`src/rtl/seg7_scan_decoder.sv`:
```
// seg7_scan_decoder
//   Receive side of a multiplexed 7-segment bus. Segments and anodes are both
//   active-low. Each digit glyph that stays stable long enough is decoded back
//   to a hex nibble. Once every digit has been captured, the rebuilt word is
//   published on hex_out. Intended uses are an on-chip loopback checker for the
//   display driver and a bench monitor.
//
//   Optional feature macro: SEG7_DEC_SYNC_EN
//     defined   - segments/anodes pass through a 2-flop synchronizer (reset
//                 value all-ones) before the sample register. This adds
//                 2 cycles of latency and allows an asynchronous source.
//     undefined - the inputs feed the sample register directly. The source
//                 must be in the clock domain.
//
// Parameters
//   STABLE_CYCLES  consecutive unchanged cycles of {anodes,segments} before capture (>=1)
//   NUM_DIGITS     number of digits; anodes width, hex_out = 4*NUM_DIGITS bits
//
// Ports
//   clock        in   system clock, rising edge
//   reset        in   asynchronous, active-high, clears all state
//   segments     in   [6:0] active-low glyph, bit0=a .. bit6=g
//   anodes       in   [NUM_DIGITS-1:0] active-low digit select, bit i -> nibble i
//   hex_out      out  last complete reconstructed word
//   frame_valid  out  1-cycle pulse when hex_out updates
//   digit_error  out  1-cycle pulse when a non-hex glyph is captured
//   frame_count  out  completed frames, wraps 255 -> 0

module seg7_scan_decoder #(
    parameter int STABLE_CYCLES = 4,
    parameter int NUM_DIGITS    = 8
) (
    input  logic                    clock,
    input  logic                    reset,
    input  logic [6:0]              segments,
    input  logic [NUM_DIGITS-1:0]   anodes,
    output logic [4*NUM_DIGITS-1:0] hex_out,
    output logic                    frame_valid,
    output logic                    digit_error,
    output logic [7:0]              frame_count
);

    localparam int CNT_W = $clog2(STABLE_CYCLES + 1);
    localparam int IDX_W = (NUM_DIGITS > 1) ? $clog2(NUM_DIGITS) : 1;
    localparam int SMP_W = NUM_DIGITS + 7;

    typedef enum logic [1:0] {
        IDLE    = 2'd0,
        SETTLE  = 2'd1,
        CAPTURE = 2'd2,
        HOLD    = 2'd3
    } state_t;

    // Glyph -> {legal, nibble}; anything outside the 16-glyph set is illegal.
    function automatic logic [4:0] decode_glyph(input logic [6:0] seg);
        logic [4:0] res;
        case (seg)
            7'h40:   res = 5'h10;
            7'h79:   res = 5'h11;
            7'h24:   res = 5'h12;
            7'h30:   res = 5'h13;
            7'h19:   res = 5'h14;
            7'h12:   res = 5'h15;
            7'h02:   res = 5'h16;
            7'h78:   res = 5'h17;
            7'h00:   res = 5'h18;
            7'h10:   res = 5'h19;
            7'h08:   res = 5'h1A;
            7'h03:   res = 5'h1B;
            7'h46:   res = 5'h1C;
            7'h21:   res = 5'h1D;
            7'h06:   res = 5'h1E;
            7'h0E:   res = 5'h1F;
            default: res = 5'h00;
        endcase
        return res;
    endfunction

    function automatic logic is_onehot_low(input logic [NUM_DIGITS-1:0] an);
        int n;
        n = 0;
        for (int i = 0; i < NUM_DIGITS; i++) begin
            if (!an[i]) n++;
        end
        return (n == 1);
    endfunction

    // Only meaningful when exactly one anode is low.
    function automatic logic [IDX_W-1:0] low_index(input logic [NUM_DIGITS-1:0] an);
        logic [IDX_W-1:0] idx;
        idx = '0;
        for (int i = 0; i < NUM_DIGITS; i++) begin
            if (!an[i]) idx = IDX_W'(i);
        end
        return idx;
    endfunction

    logic [SMP_W-1:0]        cur_smp;
    logic [SMP_W-1:0]        smp_p0;
    logic                    change;
    logic                    cur_onehot;

    state_t                  state, state_nxt;
    logic [CNT_W-1:0]        cnt, cnt_nxt;

    logic [NUM_DIGITS-1:0]   seen;
    logic [4*NUM_DIGITS-1:0] shadow;

    logic [NUM_DIGITS-1:0]   cap_an;
    logic [6:0]              cap_seg;
    logic [IDX_W-1:0]        cap_idx;
    logic [4:0]              cap_dec;
    logic [NUM_DIGITS-1:0]   seen_set;
    logic [4*NUM_DIGITS-1:0] shadow_merged;

`ifdef SEG7_DEC_SYNC_EN
    logic [SMP_W-1:0] sync_p0, sync_p1;

    // Input synchronizer stage
    always_ff @(posedge clock or posedge reset) begin
        if (reset) begin
            sync_p0 <= '1;
            sync_p1 <= '1;
        end else begin
            sync_p0 <= {anodes, segments};
            sync_p1 <= sync_p0;
        end
    end

    assign cur_smp = sync_p1;
`else
    assign cur_smp = {anodes, segments};
`endif

    // Sample register: previous {anodes,segments}
    always_ff @(posedge clock or posedge reset) begin
        if (reset) smp_p0 <= '1;
        else       smp_p0 <= cur_smp;
    end

    assign change     = (cur_smp != smp_p0);
    assign cur_onehot = is_onehot_low(cur_smp[SMP_W-1:7]);

    always_ff @(posedge clock or posedge reset) begin
        if (reset) begin
            state <= IDLE;
            cnt   <= '0;
        end else begin
            state <= state_nxt;
            cnt   <= cnt_nxt;
        end
    end

    always_comb begin
        state_nxt = state;
        cnt_nxt   = cnt;
        case (state)
            IDLE: begin
                if (cur_onehot) begin
                    state_nxt = SETTLE;
                    cnt_nxt   = CNT_W'(1);
                end
            end
            SETTLE: begin
                if (!cur_onehot) begin
                    state_nxt = IDLE;
                end else if (change) begin
                    cnt_nxt = CNT_W'(1);
                end else if (cnt == CNT_W'(STABLE_CYCLES)) begin
                    state_nxt = CAPTURE;
                end else begin
                    cnt_nxt = cnt + CNT_W'(1);
                end
            end
            CAPTURE: begin
                state_nxt = HOLD;
            end
            HOLD: begin
                // One capture per dwell: stay here until the bus moves.
                if (change) begin
                    if (cur_onehot) begin
                        state_nxt = SETTLE;
                        cnt_nxt   = CNT_W'(1);
                    end else begin
                        state_nxt = IDLE;
                    end
                end
            end
            default: state_nxt = IDLE;
        endcase
    end

    // In CAPTURE the sample register holds the value that was proven stable,
    // even if the live input has already moved on.
    always_comb begin
        cap_an        = smp_p0[SMP_W-1:7];
        cap_seg       = smp_p0[6:0];
        cap_idx       = low_index(cap_an);
        cap_dec       = decode_glyph(cap_seg);
        seen_set      = seen | (NUM_DIGITS'(1) << cap_idx);
        shadow_merged = shadow;
        shadow_merged[4*cap_idx +: 4] = cap_dec[3:0];
    end

    // Capture / frame assembly stage
    always_ff @(posedge clock or posedge reset) begin
        if (reset) begin
            seen        <= '0;
            shadow      <= '0;
            hex_out     <= '0;
            frame_valid <= 1'b0;
            digit_error <= 1'b0;
            frame_count <= 8'd0;
        end else begin
            frame_valid <= 1'b0;
            digit_error <= 1'b0;
            if (state == CAPTURE) begin
                if (cap_dec[4]) begin
                    shadow <= shadow_merged;
                    if (&seen_set) begin
                        hex_out     <= shadow_merged;
                        frame_valid <= 1'b1;
                        frame_count <= frame_count + 8'd1;
                        seen        <= '0;
                    end else begin
                        seen <= seen_set;
                    end
                end else begin
                    digit_error <= 1'b1;
                end
            end
        end
    end

endmodule
```
`config.mk`:
```
export PLATFORM = sky130hd
export DESIGN_NAME = seg7_scan_decoder
export DESIGN_NICKNAME = d
export VERILOG_FILES = /design/src/rtl/seg7_scan_decoder.sv
export SDC_FILE = /design/constraint.sdc
export NUM_CORES = 1
export LEC_CHECK = 0
export BUFFER_PORTS_ARGS = -buffer_cell sky130_fd_sc_hd__buf_2
export CAP_MARGIN = 5
export CORE_AREA = 2 2 140 169
export DETAILED_ROUTE_END_ITERATION = 8
export DIE_AREA = 0 0 142 171
export GPL_TIMING_DRIVEN = 0
export PLACE_DENSITY_LB_ADDON = 0.2
export SLEW_MARGIN = 10
export SYNTH_ARGS = -nofsm -noshare
export SYNTH_HDL_FRONTEND = slang
export SYNTH_SLANG_ARGS = --single-unit
export TNS_END_PERCENT = 5
```
`constraint.sdc`:
```
create_clock -name clock -period 3.2 [get_ports clock]
set_input_delay 0.32 -clock clock [delete_from_list [all_inputs] [get_ports clock]]
set_output_delay 0.32 -clock clock [all_outputs]
set_load 0.02 [all_outputs]
```
After elaboration in Yosys (flattened, before gate mapping)
Cells that the tools add are included.

Register bits: 102. Input bits: 17. Output and inout port bits: 42. Word-level logic and storage cells: 94.

Add/subtract/negate cells: 10. Equality and inequality tests: 27. Shift operators: 3. Muxes and demuxes: 36. Bitwise gates (word level): 1. Reductions and logical operators: 8.

Operator list (number): 32-bit by 2-bit adder with 32-bit output (second input constant) (7); 32-bit two-way mux (7); 5-bit one-hot mux with 16 select lines (1); 5-bit negation with 34-bit output (1); 4-bit by 34-bit variable shift with 32-bit output (first input constant) (1); 4-bit by 34-bit indexed part select with 32-bit output (1); 3-bit two-way mux (11); 32-bit bitwise mux (1); 32-bit by 2-bit == test with 1-bit output (second input constant) (1); 7-bit == test (second input constant) (4); 7-bit by 5-bit == test with 1-bit output (second input constant) (3); 7-bit by 6-bit == test with 1-bit output (second input constant) (3); 15-bit != test (1); 7-bit by 2-bit == test with 1-bit output (second input constant) (2); 7-bit by 4-bit == test with 1-bit output (second input constant) (2); 2-bit two-way mux (5); 10-bit AND reduction (1); 3-bit != test (second input constant) (3); 3-bit one-hot mux with 3 select lines (1); 8-bit by 1-bit adder with 8-bit output (second input constant) (1); 1-bit two-way mux (8); 8-bit two-way mux (1); 8-bit OR (1); 2-bit one-hot mux with 4 select lines (1); other kinds (13) (17).

Longest topological paths before layout
Depth after elaboration: 19. Mapped depth: 24. Mapped depth without buffers: 24.

Least setup slack after synthesis
Ideal clock, no wire load.

Kind: input-to-reg. From: input port anodes[0]. To: register cnt[0]. Library setup time: 0.125 ns. Data arrival time: 4.056 ns. Required time: 3.075 ns. Slack: -0.981 ns. Cell stages on the path: 24. Buffers on the path: 0. Cell sequence: inv_1 ha_1 nand2b_1 and2_1 ha_1 nor2b_1 a21o_1 ha_1 mux2i_1 and2_1 inv_1 ha_1 nor2_1 a31oi_1 ha_1 nand2b_1 nand2_1 ha_1 nand2b_1 xnor2_1 xnor2_1 o21a_1 nand3_2 mux2_4.

Cells in the longest elaborated chain, start to end: 19. Elaborated cells on any way between the ends: 26.

Ends and longest elaborated chain: start: declaration (line 36) `input logic [NUM_DIGITS-1:0] anodes,`; 1-bit two-way mux (line 83) `if (!an[i]) n++;`; 32-bit by 2-bit adder with 32-bit output (line 83); 32-bit two-way mux (line 83); 32-bit by 2-bit adder with 32-bit output (line 83); 32-bit two-way mux (line 83); 32-bit by 2-bit adder with 32-bit output (line 83); 32-bit two-way mux (line 83); 32-bit by 2-bit adder with 32-bit output (line 83); [... 2 more ...]; 32-bit two-way mux (line 83); 32-bit by 2-bit adder with 32-bit output (line 83); 32-bit two-way mux (line 83); 32-bit by 2-bit adder with 32-bit output (line 83); 32-bit two-way mux (line 83); 32-bit by 2-bit == test with 1-bit output (line 85) `return (n == 1);`; 3-bit two-way mux (2 in a row); 3-bit one-hot mux with 3 select lines (line 157) `case (state)`; end signal: assignment (line 150) `cnt <= cnt_nxt;`; end: declaration (line 104) `logic [CNT_W-1:0] cnt, cnt_nxt;`.

Several ways; a longest one is shown, not always the timed one. The select of a mux whose other input is x is not followed. A chain may end at the register's enable or synchronous reset.

Final worst setup path
From: input port anodes[1]. To: register cnt[0].

Cells in the longest elaborated chain, start to end: 17. Elaborated cells on any way between the ends: 24.

Ends and longest elaborated chain (line): 32-bit two-way mux (83); 32-bit by 2-bit adder with 32-bit output (83); 32-bit two-way mux (83); 32-bit by 2-bit adder with 32-bit output (83); 32-bit two-way mux (83); 32-bit by 2-bit adder with 32-bit output (83); 32-bit two-way mux (83); 32-bit by 2-bit adder with 32-bit output (83); 32-bit two-way mux (83); 32-bit by 2-bit adder with 32-bit output (83); 32-bit two-way mux (83); 32-bit by 2-bit adder with 32-bit output (83); 32-bit two-way mux (83); 32-bit by 2-bit == test with 1-bit output (85); 3-bit two-way mux (2 in a row); 3-bit one-hot mux with 3 select lines (157).

Several ways; a longest one is shown, not always the timed one. The select of a mux whose other input is x is not followed.

==> results.txt <==
Status: finished with violations
Violated checks: negative setup slack
Worst r2r src: smp_p0[9]
Overflow after GRT: 0
Sequential power share: 0.440
Static Leak: 3.25 nW
Worst slew margin: 0.186
Mapped cell area: 0.00558 sq mm
Wire length of the first global-routing pass: 21600 um
Part of the Yosys area used for sequential elements: 0.461
Crit path required time: 3.44 ns
Final std cells w/o fill: 925
Post-Place Cells: 885
Fin crit share: 1.18
Initial core utilization: 0.245
Global placement routability congestion: 0.814
Avg WL per Cell: 14.6 um
Netlist cell types: 63
Worst path depth: 19
Final ANT Viol Nets: 0
Area delta synth->final: 24.8%
Pins Over Slew Limit: 0
Register bit total from synthesis: 102
GRT Overall Usage: 0.114
CP endpoint: cnt[0]
Die height: 171 um
Cts bufs inserted: 9
Post-layout worst setup margin: -0.571 ns
Ys async rst share: 1.00
Crit-path max FO: 6
Psw: 0.784 mW
Met1 wire length: 6070 um
CP top delay family: multiplexers
Share of cells above drive strength 1: 0.304
P_int: 2.23 mW
Pin slew with the least headroom to its limit: 1.22 ns
Largest net degree at the start of global routing: 66
FF-to-FF setup slack: 0.07 ns
Final core utilization: 0.305
Crit path DAT: 4.01 ns
Synth Flop Type: dfrtp_1
Worst R2R End: shadow[17]
Skew final: 0.00988 ns
Cell row count: 61
Min cycle time layout: 3.77 ns
Met2 wire length: 6760 um
RSZ-0062 raised after global routing: true
Port Buf Inserts: 58
IO Pins: 59
DRC Markers: 0
Critical path, cell by cell: buf_8 > inv_4 > ha_4 > xnor2_4 > ha_4 > nor2b_4 > a21o_1 > ha_4 > mux2i_1 > and2_1 > inv_2 > ha_4 > nor3b_1 > nand3_1 > mux2_1 > o311ai_1 > mux2_4 > nand3_2 > mux2_4
Maximum root-to-sink buffer count: 2
Vias in the first global route: 4202
Synth Area per Inst: 10.3 sq um
Endpoints failing setup: 5
Initial antenna violation count: 1
Setup crit start kind: primary input
H-tree depth: 3
Hold buffer count at cts: 0
Latest clock arrival within the worst-skew pair: 0.36 ns
Vias post-DR: 4232
Max-Cap Viols: 0
Buf/Inv on CP: 3
Vias/cell: 4.58
Worst stage delay on the critical path: 0.38 ns
Core box area: 0.0228 sq mm
Switching Share: 0.260
Clock Tree Root: clkbuf_16
Crit. End Element: flip-flop
CP Class: primary input to flip-flop
Die W: 142 um
CTS tree: yes
Clk network pwr share: 0.369
Clock Pin Slew Worst Setup and Hold Paths: 0.06 ns
First-pass iteration count of the detailed router: 4
Peak supply drop: 173 uV
DP Wirelength: 10100 um
R2R cell count: 12
Die footprint: 0.0243 sq mm
Mapped Cells: 543
Hold Vio Cnt, Final: 0
Clock Sinks: 102
CP max-delay cell: mux2_4
Pwr Density: 433 mW/mm^2
Highest routing layer actually used: met4
Final wirelength: 13500 um
Synth warn: 0
Post-synth EDFFs: 0
Initial DRC Count: 184
Syn_nets: 577
Critical Path Source: anodes[1]
Nets: 671
Combinational share of power: 0.191
Most frequent CP cell: ha_4
Max Clock Freq: 265 MHz
Worst hold path type: primary input to asynchronous set/reset pin
DR WL met3: 473 um
-- placed cells by master, fill, tap and decap left out, drive strengths merged, types with 3 or more instances in the layout --
cell,netlist,routed
buf,17,100
dfrtp,87,87
nand2,54,54
nor2,40,40
o21ai,39,39
mux2,31,31
mux2i,30,30
clkbuf,15,25
a21oi,24,24
xor2,18,18
ha,17,17
xnor2,16,16
inv,16,16
dfstp,15,15
nand3,13,13
nor3,13,13
and2,10,10
nand2b,10,10
nor4,8,8
nor2b,7,7
nand4,7,7
a31oi,5,5
and3,4,4
o31ai,3,3
or3b,3,3
xor3,3,3
clkinv,0,3
-- layout make-up --
cell class | count | area [sq um]
fill | 2333 | 15900
multi-input combinational | 393 | 2950
sequential | 102 | 2570
timing repair buffer | 83 | 541
tap | 283 | 354
clock buffer | 10 | 239
buffer | 32 | 179
inverter | 16 | 67.6
clock inverter | 5 | 60.1
antenna | 1 | 2.50
-- worst register-to-register path, delay by kind of cell (launching register included) --
kind,cells,cell delay (ns)
AND/OR/NAND/NOR,5,1.16
flip-flops,1,0.55
adder cells (fa/ha/maj),2,0.45
buffers and inverters,2,0.32
multiplexers,1,0.27
AO/OA/AOI/OAI,2,0.26
-- routing by layer --
metal / track usage / up-vias
met5: 0 / -
met4: 0.0400 / 0
met3: 0.0243 / 13
met2: 0.200 / 81
met1: 0.138 / 2055
li1: - / 2083
-- sequential cells by signal, indices dropped and copies added (netlist names), named ones only --
signal,cells
seen,8
cnt,3
hex_out,32
digit_error,1
frame_valid,1
frame_count,8
smp_p0,15
state,1
shadow,32
-- power by group through the flow --
stage	sequential, mW	clock (mW)	combinational [mW]
global placement	1.35	0	0.423
CTS	1.33	1.15	0.533
detailed placement	1.35	0	0.439
floorplan	1.35	0	0.340
global route	1.33	1.20	0.633
finish	1.33	1.11	0.576
-- cells in the mapped netlist (all sizes together) (13+ instances only) --
cell	number	share of area
dfrtp	87	0.39
nand2	54	0.036
nor2	40	0.027
o21ai	39	0.035
mux2	31	0.064
mux2i	30	0.054
a21oi	24	0.022
xor2	18	0.028
buf	17	0.019
ha	17	0.038
inv	16	0.011
xnor2	16	0.025
clkbuf	15	0.010
dfstp	15	0.071
nand3	13	0.013
nor3	13	0.013
-- timing repair --
| action | 4_1_cts | 5_1_grt |
|---|---|---|
| gates resized for setup | 26 | 8 |
| endpoints found under the setup margin | 86 | 30 |
| pin swaps | 13 | 8 |
| setup buffers | 22 | 2 |
-- worst min-delay path by stage --
stage | endpoint | slack (ns) | start | cells past startpoint
detailed placement | frame_valid | 0.40 | reset | 2
finish | frame_valid | 0.0006 | reset | 2
CTS | frame_valid | 0.02 | reset | 2
floorplan | smp_p0[0] | 0.32 | segments[0] | 0
global placement | smp_p0[1] | 0.45 | segments[1] | 1
global route | seen[0] | 0.03 | reset | 2
-- per-stage QoR --
stage                     power, mW  setup TNS [ns]  setup slack [ns]  hold WS, ns  instance area [sq um]
after floorplan                1.69           -3.26            -0.836        0.324                   5650
after global placement         1.77         -103.44             -1.31        0.445                   6300
after detailed placement       1.79          -23.94             -1.37        0.399                   6330
after CTS                      3.01           -2.73            -0.599       0.0177                   6900
after global routing           3.16           -5.51            -0.730       0.0327                   6960
final                          3.01           -2.55            -0.571     0.000637                   6970
-- logic make-up after synthesis --
group,synth area share
AO/OA/AOI/OAI,0.100
flip-flops,0.461
AND/OR/NAND/NOR,0.174
XOR/XNOR,0.0704
buffers and inverters,0.0397
adder cells (fa/ha/maj),0.0381
multiplexers,0.118
No activity file was read; power rests on OpenSTA's default activity.
